File: src/rtl/fetch_stage_if.sv
// fetch_stage_if: instruction-bus request/response handshake between fetch and memory
interface fetch_stage_if;
    logic        ibus_valid;
    logic [31:0] ibus_addr;
    logic        ibus_addr_ok;
    logic        ibus_data_ok;
    logic [31:0] ibus_data;
    modport master (output ibus_valid, ibus_addr, input ibus_addr_ok, ibus_data_ok, ibus_data);
    modport slave  (input ibus_valid, ibus_addr, output ibus_addr_ok, ibus_data_ok, ibus_data);
endinterface

File: src/rtl/fetch_stage.sv
// fetch_stage: IF stage owning the PC, one outstanding ibus read, filling the F->D register
module fetch_stage #(
    parameter logic [31:0] RESET_PC = 32'hBFC0_0000
) (
    input  logic          clk,
    input  logic          reset,
    input  logic          stall,
    input  logic          br_taken,
    input  logic [31:0]   br_target,
    input  logic          flush,
    input  logic [31:0]   flush_pc,
    fetch_stage_if.master ibus,
    output logic          d_valid,
    output logic [31:0]   d_pc,
    output logic [31:0]   d_instr,
    output logic          d_adel
);
    typedef enum logic [1:0] {REQ, WAIT, HOLD, IDLE} state_t;
    state_t      state_q, state_d;
    logic [31:0] pc_q, pc_d, br_tgt_q, br_tgt_d, buf_q, buf_d, dis_addr_q, dis_addr_d;
    logic        pend_br_q, pend_br_d, discard_q, discard_d;
    logic        d_valid_q, d_valid_d, d_adel_q, d_adel_d;
    logic [31:0] d_pc_q, d_pc_d, d_instr_q, d_instr_d;
    logic        misaligned, d_free, br_now, accept, resp, outstanding;
    logic [31:0] next_pc, word;

    // A discarded request keeps presenting its original address until accepted
    assign misaligned      = pc_q[1:0] != 2'b00;
    assign ibus.ibus_valid = !reset && state_q == REQ && (discard_q || !misaligned);
    assign ibus.ibus_addr  = discard_q ? dis_addr_q : pc_q;
    assign d_free          = !d_valid_q || !stall;
    assign br_now          = d_valid_q && !stall && !flush && br_taken;
    assign next_pc         = (pend_br_q || br_now) ? (br_now ? br_target : br_tgt_q) : pc_q + 32'd4;
    assign accept          = ibus.ibus_valid && ibus.ibus_addr_ok;
    assign resp            = (state_q == WAIT || accept) && ibus.ibus_data_ok;
    assign outstanding     = (state_q == WAIT || accept) && !ibus.ibus_data_ok;
    assign word            = state_q == HOLD ? buf_q : ibus.ibus_data;
    assign d_valid         = d_valid_q;
    assign d_pc            = d_pc_q;
    assign d_instr         = d_instr_q;
    assign d_adel          = d_adel_q;

    // Next state: flush wins, then draining a discarded response, then normal fetch/deliver
    always_comb begin
        state_d    = state_q;
        pc_d       = pc_q;
        buf_d      = buf_q;
        dis_addr_d = dis_addr_q;
        discard_d  = discard_q;
        pend_br_d  = pend_br_q || br_now;
        br_tgt_d   = br_now ? br_target : br_tgt_q;
        d_valid_d  = d_valid_q && !d_free;
        d_pc_d     = d_pc_q;
        d_instr_d  = d_instr_q;
        d_adel_d   = d_adel_q;
        if (flush) begin
            state_d    = outstanding ? WAIT : REQ;
            pc_d       = flush_pc;
            pend_br_d  = 1'b0;
            d_valid_d  = 1'b0;
            discard_d  = outstanding || (ibus.ibus_valid && !ibus.ibus_addr_ok);
            dis_addr_d = ibus.ibus_addr;
        end else if (discard_q) begin
            state_d   = resp ? REQ : (accept ? WAIT : state_q);
            discard_d = !resp;
        end else if (state_q == REQ && misaligned) begin
            if (d_free) begin
                d_valid_d = 1'b1;
                d_pc_d    = pc_q;
                d_instr_d = '0;
                d_adel_d  = 1'b1;
                state_d   = IDLE;
            end
        end else if (resp || state_q == HOLD) begin
            if (d_free) begin
                d_valid_d = 1'b1;
                d_pc_d    = pc_q;
                d_instr_d = word;
                d_adel_d  = 1'b0;
                pc_d      = next_pc;
                pend_br_d = 1'b0;
                state_d   = REQ;
            end else begin
                buf_d   = word;
                state_d = HOLD;
            end
        end else if (accept) begin
            state_d = WAIT;
        end
    end

    // Register update with synchronous reset
    always_ff @(posedge clk) begin
        if (reset) begin
            state_q    <= REQ;
            pc_q       <= RESET_PC;
            buf_q      <= '0;
            dis_addr_q <= '0;
            discard_q  <= 1'b0;
            pend_br_q  <= 1'b0;
            br_tgt_q   <= '0;
            d_valid_q  <= 1'b0;
            d_pc_q     <= '0;
            d_instr_q  <= '0;
            d_adel_q   <= 1'b0;
        end else begin
            state_q    <= state_d;
            pc_q       <= pc_d;
            buf_q      <= buf_d;
            dis_addr_q <= dis_addr_d;
            discard_q  <= discard_d;
            pend_br_q  <= pend_br_d;
            br_tgt_q   <= br_tgt_d;
            d_valid_q  <= d_valid_d;
            d_pc_q     <= d_pc_d;
            d_instr_q  <= d_instr_d;
            d_adel_q   <= d_adel_d;
        end
    end
endmodule

File: src/flat_wrapper.sv
// flat-port wrapper written by rule: the top's interface ports become plain ports
module fetch_stage_flat 
#(
    parameter logic [31:0] RESET_PC = 32'hBFC0_0000
)
  (clk, reset, stall, br_taken, br_target, flush, flush_pc, d_valid, d_pc, d_instr, d_adel, ibus_ibus_valid, ibus_ibus_addr, ibus_ibus_addr_ok, ibus_ibus_data_ok, ibus_ibus_data);
  fetch_stage_if ibus_i ();
  input  logic clk;
  input  logic reset;
  input  logic stall;
  input  logic br_taken;
  input  logic [31:0] br_target;
  input  logic flush;
  input  logic [31:0] flush_pc;
  output logic d_valid;
  output logic [31:0] d_pc;
  output logic [31:0] d_instr;
  output logic d_adel;
  output wire logic [$bits(ibus_i.ibus_valid)-1:0] ibus_ibus_valid;
  output wire logic [$bits(ibus_i.ibus_addr)-1:0] ibus_ibus_addr;
  input wire logic [$bits(ibus_i.ibus_addr_ok)-1:0] ibus_ibus_addr_ok;
  input wire logic [$bits(ibus_i.ibus_data_ok)-1:0] ibus_ibus_data_ok;
  input wire logic [$bits(ibus_i.ibus_data)-1:0] ibus_ibus_data;
  assign ibus_ibus_valid = ibus_i.ibus_valid;
  assign ibus_ibus_addr = ibus_i.ibus_addr;
  assign ibus_i.ibus_addr_ok = ibus_ibus_addr_ok;
  assign ibus_i.ibus_data_ok = ibus_ibus_data_ok;
  assign ibus_i.ibus_data = ibus_ibus_data;
  fetch_stage #(.RESET_PC(RESET_PC)) u_core (.clk(clk), .reset(reset), .stall(stall), .br_taken(br_taken), .br_target(br_target), .flush(flush), .flush_pc(flush_pc), .ibus(ibus_i), .d_valid(d_valid), .d_pc(d_pc), .d_instr(d_instr), .d_adel(d_adel));
endmodule
File: config.mk
export PLATFORM = sky130hd
export DESIGN_NAME = fetch_stage_flat
export DESIGN_NICKNAME = d
export VERILOG_FILES = /design/src/rtl/fetch_stage_if.sv /design/src/rtl/fetch_stage.sv /design/src/flat_wrapper.sv
export SDC_FILE = /design/constraint.sdc
export NUM_CORES = 1
export LEC_CHECK = 0
export BUFFER_PORTS_ARGS = -buffer_cell sky130_fd_sc_hd__buf_4
export CAP_MARGIN = 40
export CORE_ASPECT_RATIO = 1.4
export CORE_MARGIN = 4
export CORE_UTILIZATION = 45
export CTS_CLUSTER_DIAMETER = 50
export DETAILED_ROUTE_END_ITERATION = 12
export GPL_TIMING_DRIVEN = 1
export PLACE_DENSITY = 0.72
export SYNTH_ARGS = -nofsm -noshare
export SYNTH_HDL_FRONTEND = slang
export SYNTH_SLANG_ARGS = --single-unit
export TNS_END_PERCENT = 10
File: constraint.sdc
create_clock -name clk -period 6.1 [get_ports clk]
set_input_delay 1.22 -clock clk [delete_from_list [all_inputs] [get_ports clk]]
set_output_delay 1.22 -clock clk [all_outputs]
set_load 0.05 [all_outputs]
==> results of run 1 <==
## stage by stage
stage / setup WS, ns / cell area (µm²)
after floorplan: 1.90 / 8960
after global placement: 2.23 / 10500
after detailed placement: 2.29 / 10600
after CTS: 2.59 / 11200
after global routing: 2.51 / 11200
final: 2.63 / 11200
## placed cells by master, fill, tap and decap left out, types with 2 or more instances in the layout
master,synthesis,layout
nand2b_1,5,4
nand3_1,23,23
nor3_1,54,54
xnor2_1,2,2
buf_4,0,218
o21ai_0,61,61
xor2_1,2,2
o22ai_1,4,4
nor2_2,0,2
nand3b_1,3,3
mux2_2,31,31
o211ai_1,3,3
nor4_1,7,7
nand4_1,8,8
inv_6,0,5
bufinv_16,0,2
and3_1,6,6
clkbuf_16,0,17
mux2i_1,34,34
buf_16,0,3
inv_1,9,9
o221a_2,2,2
o2bb2ai_1,32,32
o31ai_1,4,4
dfxtp_1,198,198
a211oi_1,4,4
o2111a_1,2,2
a311oi_1,2,2
a21o_1,3,3
o32a_1,3,3
a21oi_1,144,144
a31oi_1,4,4
or3_1,19,19
clkinvlp_4,0,4
and2_1,3,3
a222oi_1,2,2
nor2b_1,4,4
nor2_1,96,94
nand2_1,256,256
## critical path, cell delays in order
cell    delay, ns
buf_4        0.33
nor4_1       0.42
buf_4        0.28
## cells by family after synthesis
logic type / Yosys count / share of synthesized area, %
AO/OA/AOI/OAI: 286 / 19.1
XOR/XNOR: 4 / 0.391
adder cells (fa/ha/maj): 1 / 0.140
buffers and inverters: 99 / 4.72
flip-flops: 198 / 44.3
multiplexers: 65 / 7.70
AND/OR/NAND/NOR: 492 / 23.7
## flip-flops by register name, indices dropped and copies added (netlist names), named ones only
register           flops
u_core.dis_addr_q     32
u_core.pend_br_q       1
u_core.pc_q           32
u_core.discard_q       1
u_core.br_tgt_q       32
u_core.buf_q          32
u_core.d_adel          1
u_core.d_pc           32
u_core.d_instr        32
u_core.state_q         2
## final timing paths
kind	end	slack, ns	cells past startpoint
setup / recovery	ibus_ibus_valid	2.63	3
hold / removal	u_core.br_tgt_q[17]	0.45	2
setup reg to reg	u_core.pc_q[22]	3.47	6
hold reg to reg	u_core.br_tgt_q[17]	0.45	2
## layer usage
metal | share of wire (%) | GRT usage (%) | wire [µm]
met4 | 4.4 | 11.9 | 1250
met3 | 4.7 | 3.70 | 1330
met5 | 0 | 0 | 0
met1 | 41 | 30.2 | 11500
met2 | 50 | 41.1 | 14000
## area by class of cell
type / instances / area (µm²) / share of cell area, %
well taps: 248 / 310 / 2.76
inverters: 9 / 33.8 / 0.301
clock buffers: 18 / 439 / 3.91
clock inverters: 12 / 143 / 1.27
flip-flops and latches: 198 / 3960 / 35.3
multi-input cells: 848 / 4580 / 40.8
repair buffers: 223 / 1750 / 15.6
## power by group through the flow
| stage | clock network [mW] | registers, mW | logic (mW) |
|---|---|---|---|
| 6_report | 1.13 | 1.43 | 0.651 |
| 3_5_place_dp | 0 | 1.45 | 0.650 |
| 4_1_cts | 1.15 | 1.43 | 0.653 |
| 2_1_floorplan | 0 | 1.50 | 0.362 |
| 5_1_grt | 1.21 | 1.43 | 0.698 |
| 3_3_place_gp | 0 | 1.45 | 0.635 |
==> results.yml, run 1 <==
timing:
  slew_violations: 0
  setup_viol: 0
  maxSlewHeadroom_pct: 48.4
  hold_ws_ns: 0.453
  worstMarginPinSlew_ns: 0.773
  rsz0062_at_grt: "no"
  finalCritPeriodShare_pct: 56.9
  fin_crit_ns: 3.47
  final_hold_viol_count: 0
  skew_ns: 0.0137
  tns_ns: 0
  max_freq_mhz: 288
synthesis:
  synth_fp_nets: 1249
  ys_seq_area_share_pct: 44.3
  netlist-cell-type-count: 60
  synthArstFlopShare_pct: 0
  synth_common_cells: "256 x nand2_1, 198 x dfxtp_1, 144 x a21oi_1"
  synth_top_area_share_pct: 44.3
  yosysMostFrequentCell: "nand2_1"
  ys_ff_latch: 198
  syn_area_per_cell_um2: 7.82
  netlist_area_mm2: 0.00896
  synth_edf_count: 0
  synth_top_area_cell: "dfxtp_1"
  synthTopCellsByArea: "dfxtp_1 44%, nand2_1 11%, a21oi_1 8.0%, nor2_1 4.0%, mux2_2 3.9%"
  netlist_instances: 1145
  yosys_warnings: 0
  synth_top_flop_cell: "dfxtp_1"
final_layout:
  fillCellCount: 1802
  layout.nets: 1401
  final_cells: 1556
  area_growth_syn_to_layout_pct: 25.4
  drive_gt1_share_pct: 22.6
  diodes: 0
  fin_util_pct: 58.0
setup_path:
  r2r_start: "u_core.state_q[1]"
  worst_setup_path_start_kind: "primary input"
  startpoint: "reset"
  endpoint_kind: "primary output"
  worstPathRequired_ns: 4.88
  arrival_ns: 2.25
  critPathMaxFanout: 70
  path_class: "primary input to primary output"
global_routing:
  grt_antenna_before_repair: 0
  grt_pass1_wl_um: 43600
  grt_pass1_vias: 8078
  grt_usage_pct: 24.4
  overflow: 0
  grt_max_degree: 71
routing:
  vias_per_cell: 5.66
  initialDrtViolationCount: 672
  drc: 0
  wl_per_cell_um: 18.0
  routed_wl_um: 28000
  final_antenna_net_count: 0
  dr.pass1.iters: 5
  dr_total_vias: 8808
clock_network:
  h-tree-depth: 4
  cts-hold-fix-buffers: 0
  clockRootBuffer: "clkbuf_16"
  post_cts_buffers: 0
  cts_buffer_depth: 2
  cts_tree: "built"
  clk_latency_ns: 0.43
  cts_buffers: 17
  clk_pin_slew_ns: 0.08
  clkSinkCount: 198
  post_cts_resized: 0
die:
  die_w_um: 127
  die_h_um: 175
  initial_core_util_pct: 46.2
  ioPinCount: 202
  num_rows: 60
  fp.coreArea_mm2: 0.0194
  die-area_mm2: 0.0223
hold_path:
  worst_hold_path_type: "flop to flop"
  worstHoldStart: "u_core.br_tgt_q[17]"
power_and_ir_drop:
  seq_power_share_pct: 44.5
  p_leak_nw: 4.53
  p_per_area_mw_per_mm2: 286
  intPower_mw: 2.20
  comb_power_share_pct: 20.3
  peakVddDrop_mv: 0.202
  switching_share_pct: 31.3
  switching_power_mw: 1.00
  power_frac_clock_pct: 35.2
  finalPower_mw: 3.21
place:
  dp_hpwl_um: 19600
  dp.cells: 1526
  place_congestion: 0.916
  io_buffers: 201
flow_run:
  cap_violations: 0
status:
  status: "completed"
(Power assumes the default switching activity.)
==> run 2, diff against run 1 <==
--- a/config.mk
+++ b/config.mk
@@ -5,6 +5,7 @@
 export SDC_FILE = /design/constraint.sdc
 export NUM_CORES = 1
 export LEC_CHECK = 0
+export ABC_AREA = 1
 export BUFFER_PORTS_ARGS = -buffer_cell sky130_fd_sc_hd__buf_4
 export CAP_MARGIN = 40
 export CORE_ASPECT_RATIO = 1.4
@@ -13,7 +14,7 @@
 export CTS_CLUSTER_DIAMETER = 50
 export DETAILED_ROUTE_END_ITERATION = 12
 export GPL_TIMING_DRIVEN = 1
-export PLACE_DENSITY = 0.72
+export PLACE_DENSITY = 0.74
 export SYNTH_ARGS = -nofsm -noshare
 export SYNTH_HDL_FRONTEND = slang
 export SYNTH_SLANG_ARGS = --single-unit
==> constraint.sdc (replaced) <==
create_clock -name clk -period 3 [get_ports clk]
set_input_delay 0.6 -clock clk [delete_from_list [all_inputs] [get_ports clk]]
set_output_delay 0.6 -clock clk [all_outputs]
set_load 0.05 [all_outputs]
==> results.yml, run 2 <==
final_layout:
  layout_commonest_cell: "nand2_1"
  diodes: 0
  area_growth_syn_to_layout_pct: 21.8
  drive_gt1_share_pct: 18.9
  fillCellCount: 2088
  final_cell_mix: "323 x nand2_1, 219 x buf_4, 197 x dfxtp_1"
  layout.nets: 1627
die:
  initial_core_util_pct: 45.6
  num_rows: 63
  die_h_um: 181
  die_w_um: 132
  die-area_mm2: 0.0238
  fp.coreArea_mm2: 0.0211
  ioPinCount: 202
routing:
  vias_per_cell: 5.45
  routed_wl_um: 30700
  dr.pass1.iters: 6
  drc: 0
  dr_total_vias: 9794
  wl_per_cell_um: 17.1
  initialDrtViolationCount: 759
  final_antenna_net_count: 0
setup_path:
  worst_setup_path_start_kind: "flop"
  worstSetupEndpoint: "ibus_ibus_addr[30]"
  arrival_ns: 1.79
  startpoint: "u_core.discard_q"
  worstPathRequired_ns: 2.40
  rrSetupSlack_ns: 0.87
  critPathMaxFanout: 62
  r2r_start: "u_core.pc_q[0]"
  rr_worst_depth: 10
  path_class: "flop to primary output"
  endpoint_kind: "primary output"
  worstReg2RegEnd: "u_core.buf_q[3]"
timing:
  skew_ns: 0.0106
  finalCritPeriodShare_pct: 79.6
  tns_ns: 0
  fin_crit_ns: 2.39
  final_hold_viol_count: 0
  rsz0062_at_grt: "no"
  setup_viol: 0
  max_freq_mhz: 419
  worstMarginPinSlew_ns: 0.771
  fin_ws_ns: 0.613
  maxSlewHeadroom_pct: 48.5
  slew_violations: 0
  hold_ws_ns: 0.426
clock_network:
  clockRootBuffer: "clkbuf_16"
  cts_tree: "built"
  clk_pin_slew_ns: 0.08
  cts_buffers: 17
  cts_buffer_depth: 2
  clk_latency_ns: 0.44
  clkSinkCount: 198
  cts-hold-fix-buffers: 0
  h-tree-depth: 4
  post_cts_buffers: 0
  post_cts_resized: 0
global_routing:
  grt_pass1_wl_um: 48800
  grt_usage_pct: 25.1
  grt_antenna_before_repair: 0
  grt_pass1_vias: 9307
  grt_max_degree: 151
  overflow: 0
hold_path:
  worst_hold_path_type: "primary input to flop"
flow_run:
  cap_violations: 0
place:
  dp_hpwl_um: 21700
  dp_slack_ns: 0.415
  io_buffers: 201
  place_congestion: 0.888
synthesis:
  synth_fp_nets: 1483
  netlist_area_mm2: 0.00962
  syn_area_per_cell_um2: 6.98
  synth_top_flop_cell: "dfxtp_1"
  synth_edf_count: 0
  ys_ff_latch: 198
  netlist_instances: 1379
  synthArstFlopShare_pct: 0
  ys_seq_area_share_pct: 41.2
  synth_common_cells: "324 x nand2_1, 198 x dfxtp_1, 193 x nor2_1"
  synthTopCellsByArea: "dfxtp_1 41%, nand2_1 13%, a21oi_1 7.5%, nor2_1 7.5%, o21ai_0 5.1%"
  netlist-cell-type-count: 35
  synth_top_area_share_pct: 41.2
  synth_top_area_cell: "dfxtp_1"
  yosys_warnings: 0
  yosysMostFrequentCell: "nand2_1"
power_and_ir_drop:
  switching_power_mw: 2.20
  switching_share_pct: 33.7
  intPower_mw: 4.33
  p_leak_nw: 5.13
  peakVddDrop_mv: 0.421
  power_frac_clock_pct: 33.6
  seq_power_share_pct: 44.2
  comb_power_share_pct: 22.2
  p_per_area_mw_per_mm2: 557
status:
  status: "completed"
[run 2: cell count changes after synthesis, sizes merged, moves of 37 or more]
cell,delta
nor3,-49
or2,+43
nand2,+75
nand3,+37
nor2,+104
inv,+50
nand4,+65
o21ai,+40
[run 2: area by class of cell]
| class | count | area (µm²) | area share (%) |
|---|---|---|---|
| Tap cell | 260 | 325 | 2.77 |
| Sequential cell | 198 | 3970 | 33.8 |
| Clock buffer | 19 | 453 | 3.86 |
| Timing Repair Buffer | 222 | 1700 | 14.5 |
| Inverter | 61 | 229 | 1.95 |
| Clock inverter | 13 | 97.6 | 0.832 |
| Multi-Input combinational cell | 1023 | 4950 | 42.2 |
[run 2: kinds of logic after synthesis]
| group | count (synthesis) | share of synthesized area (%) |
|---|---|---|
| and+or+nand+nor | 718 | 32.9 |
| AOI/OAI and AO/OA | 259 | 13.7 |
| DFF | 198 | 41.2 |
| buffers and inverters | 158 | 7.53 |
| muxes | 40 | 4.16 |
| xor gates and xnor gates | 5 | 0.455 |
| adders and majority gates | 1 | 0.130 |
[run 2: worst max-delay path, stage by stage (launching register included)]
cell and delay [ns]:
dfxtp_2 0.34, buf_4 0.47, o21ai_0 0.26, buf_4 0.25
[run 2: worst min-delay path by stage]
stage | end | slack [ns] | start | depth (start not counted)
floorplan | u_core.dis_addr_q[0] | 0.43 | u_core.dis_addr_q[0] | 2
finish | u_core.br_tgt_q[22] | 0.43 | br_target[22] | 3
CTS | u_core.br_tgt_q[22] | 0.41 | br_target[22] | 3
global route | u_core.br_tgt_q[28] | 0.43 | br_target[28] | 3
detailed placement | u_core.dis_addr_q[1] | 0.45 | u_core.dis_addr_q[1] | 2
global placement | u_core.dis_addr_q[1] | 0.44 | u_core.dis_addr_q[1] | 2
[run 2: metal layers]
metal	vias to the layer above	share of wire, %	GRT usage, %
met5	-	0	0
met1	4494	39	29.6
li1	4846	-	-
met3	67	7.5	6.21
met2	387	50	43.4
met4	0	3.6	10.7
[run 2: power groups by stage]
stage	sequential (mW)	clock [mW]	combinational, mW
4_1_cts	2.88	2.22	1.45
6_report	2.89	2.19	1.45
3_5_place_dp	2.94	0	1.45
3_3_place_gp	2.94	0	1.43
2_1_floorplan	3.05	0	0.846
5_1_grt	2.90	2.33	1.57
[run 2: stage by stage]
stage	total power [mW]	instances	cell area, µm²	utilization [%]
2_1_floorplan	3.89	1379	9620	-
3_3_place_gp	4.38	1764	11200	52.9
3_5_place_dp	4.39	1764	11200	52.9
4_1_cts	6.55	1796	11700	55.5
5_1_grt	6.80	1796	11700	55.5
6_report	6.53	1796	11700	55.5
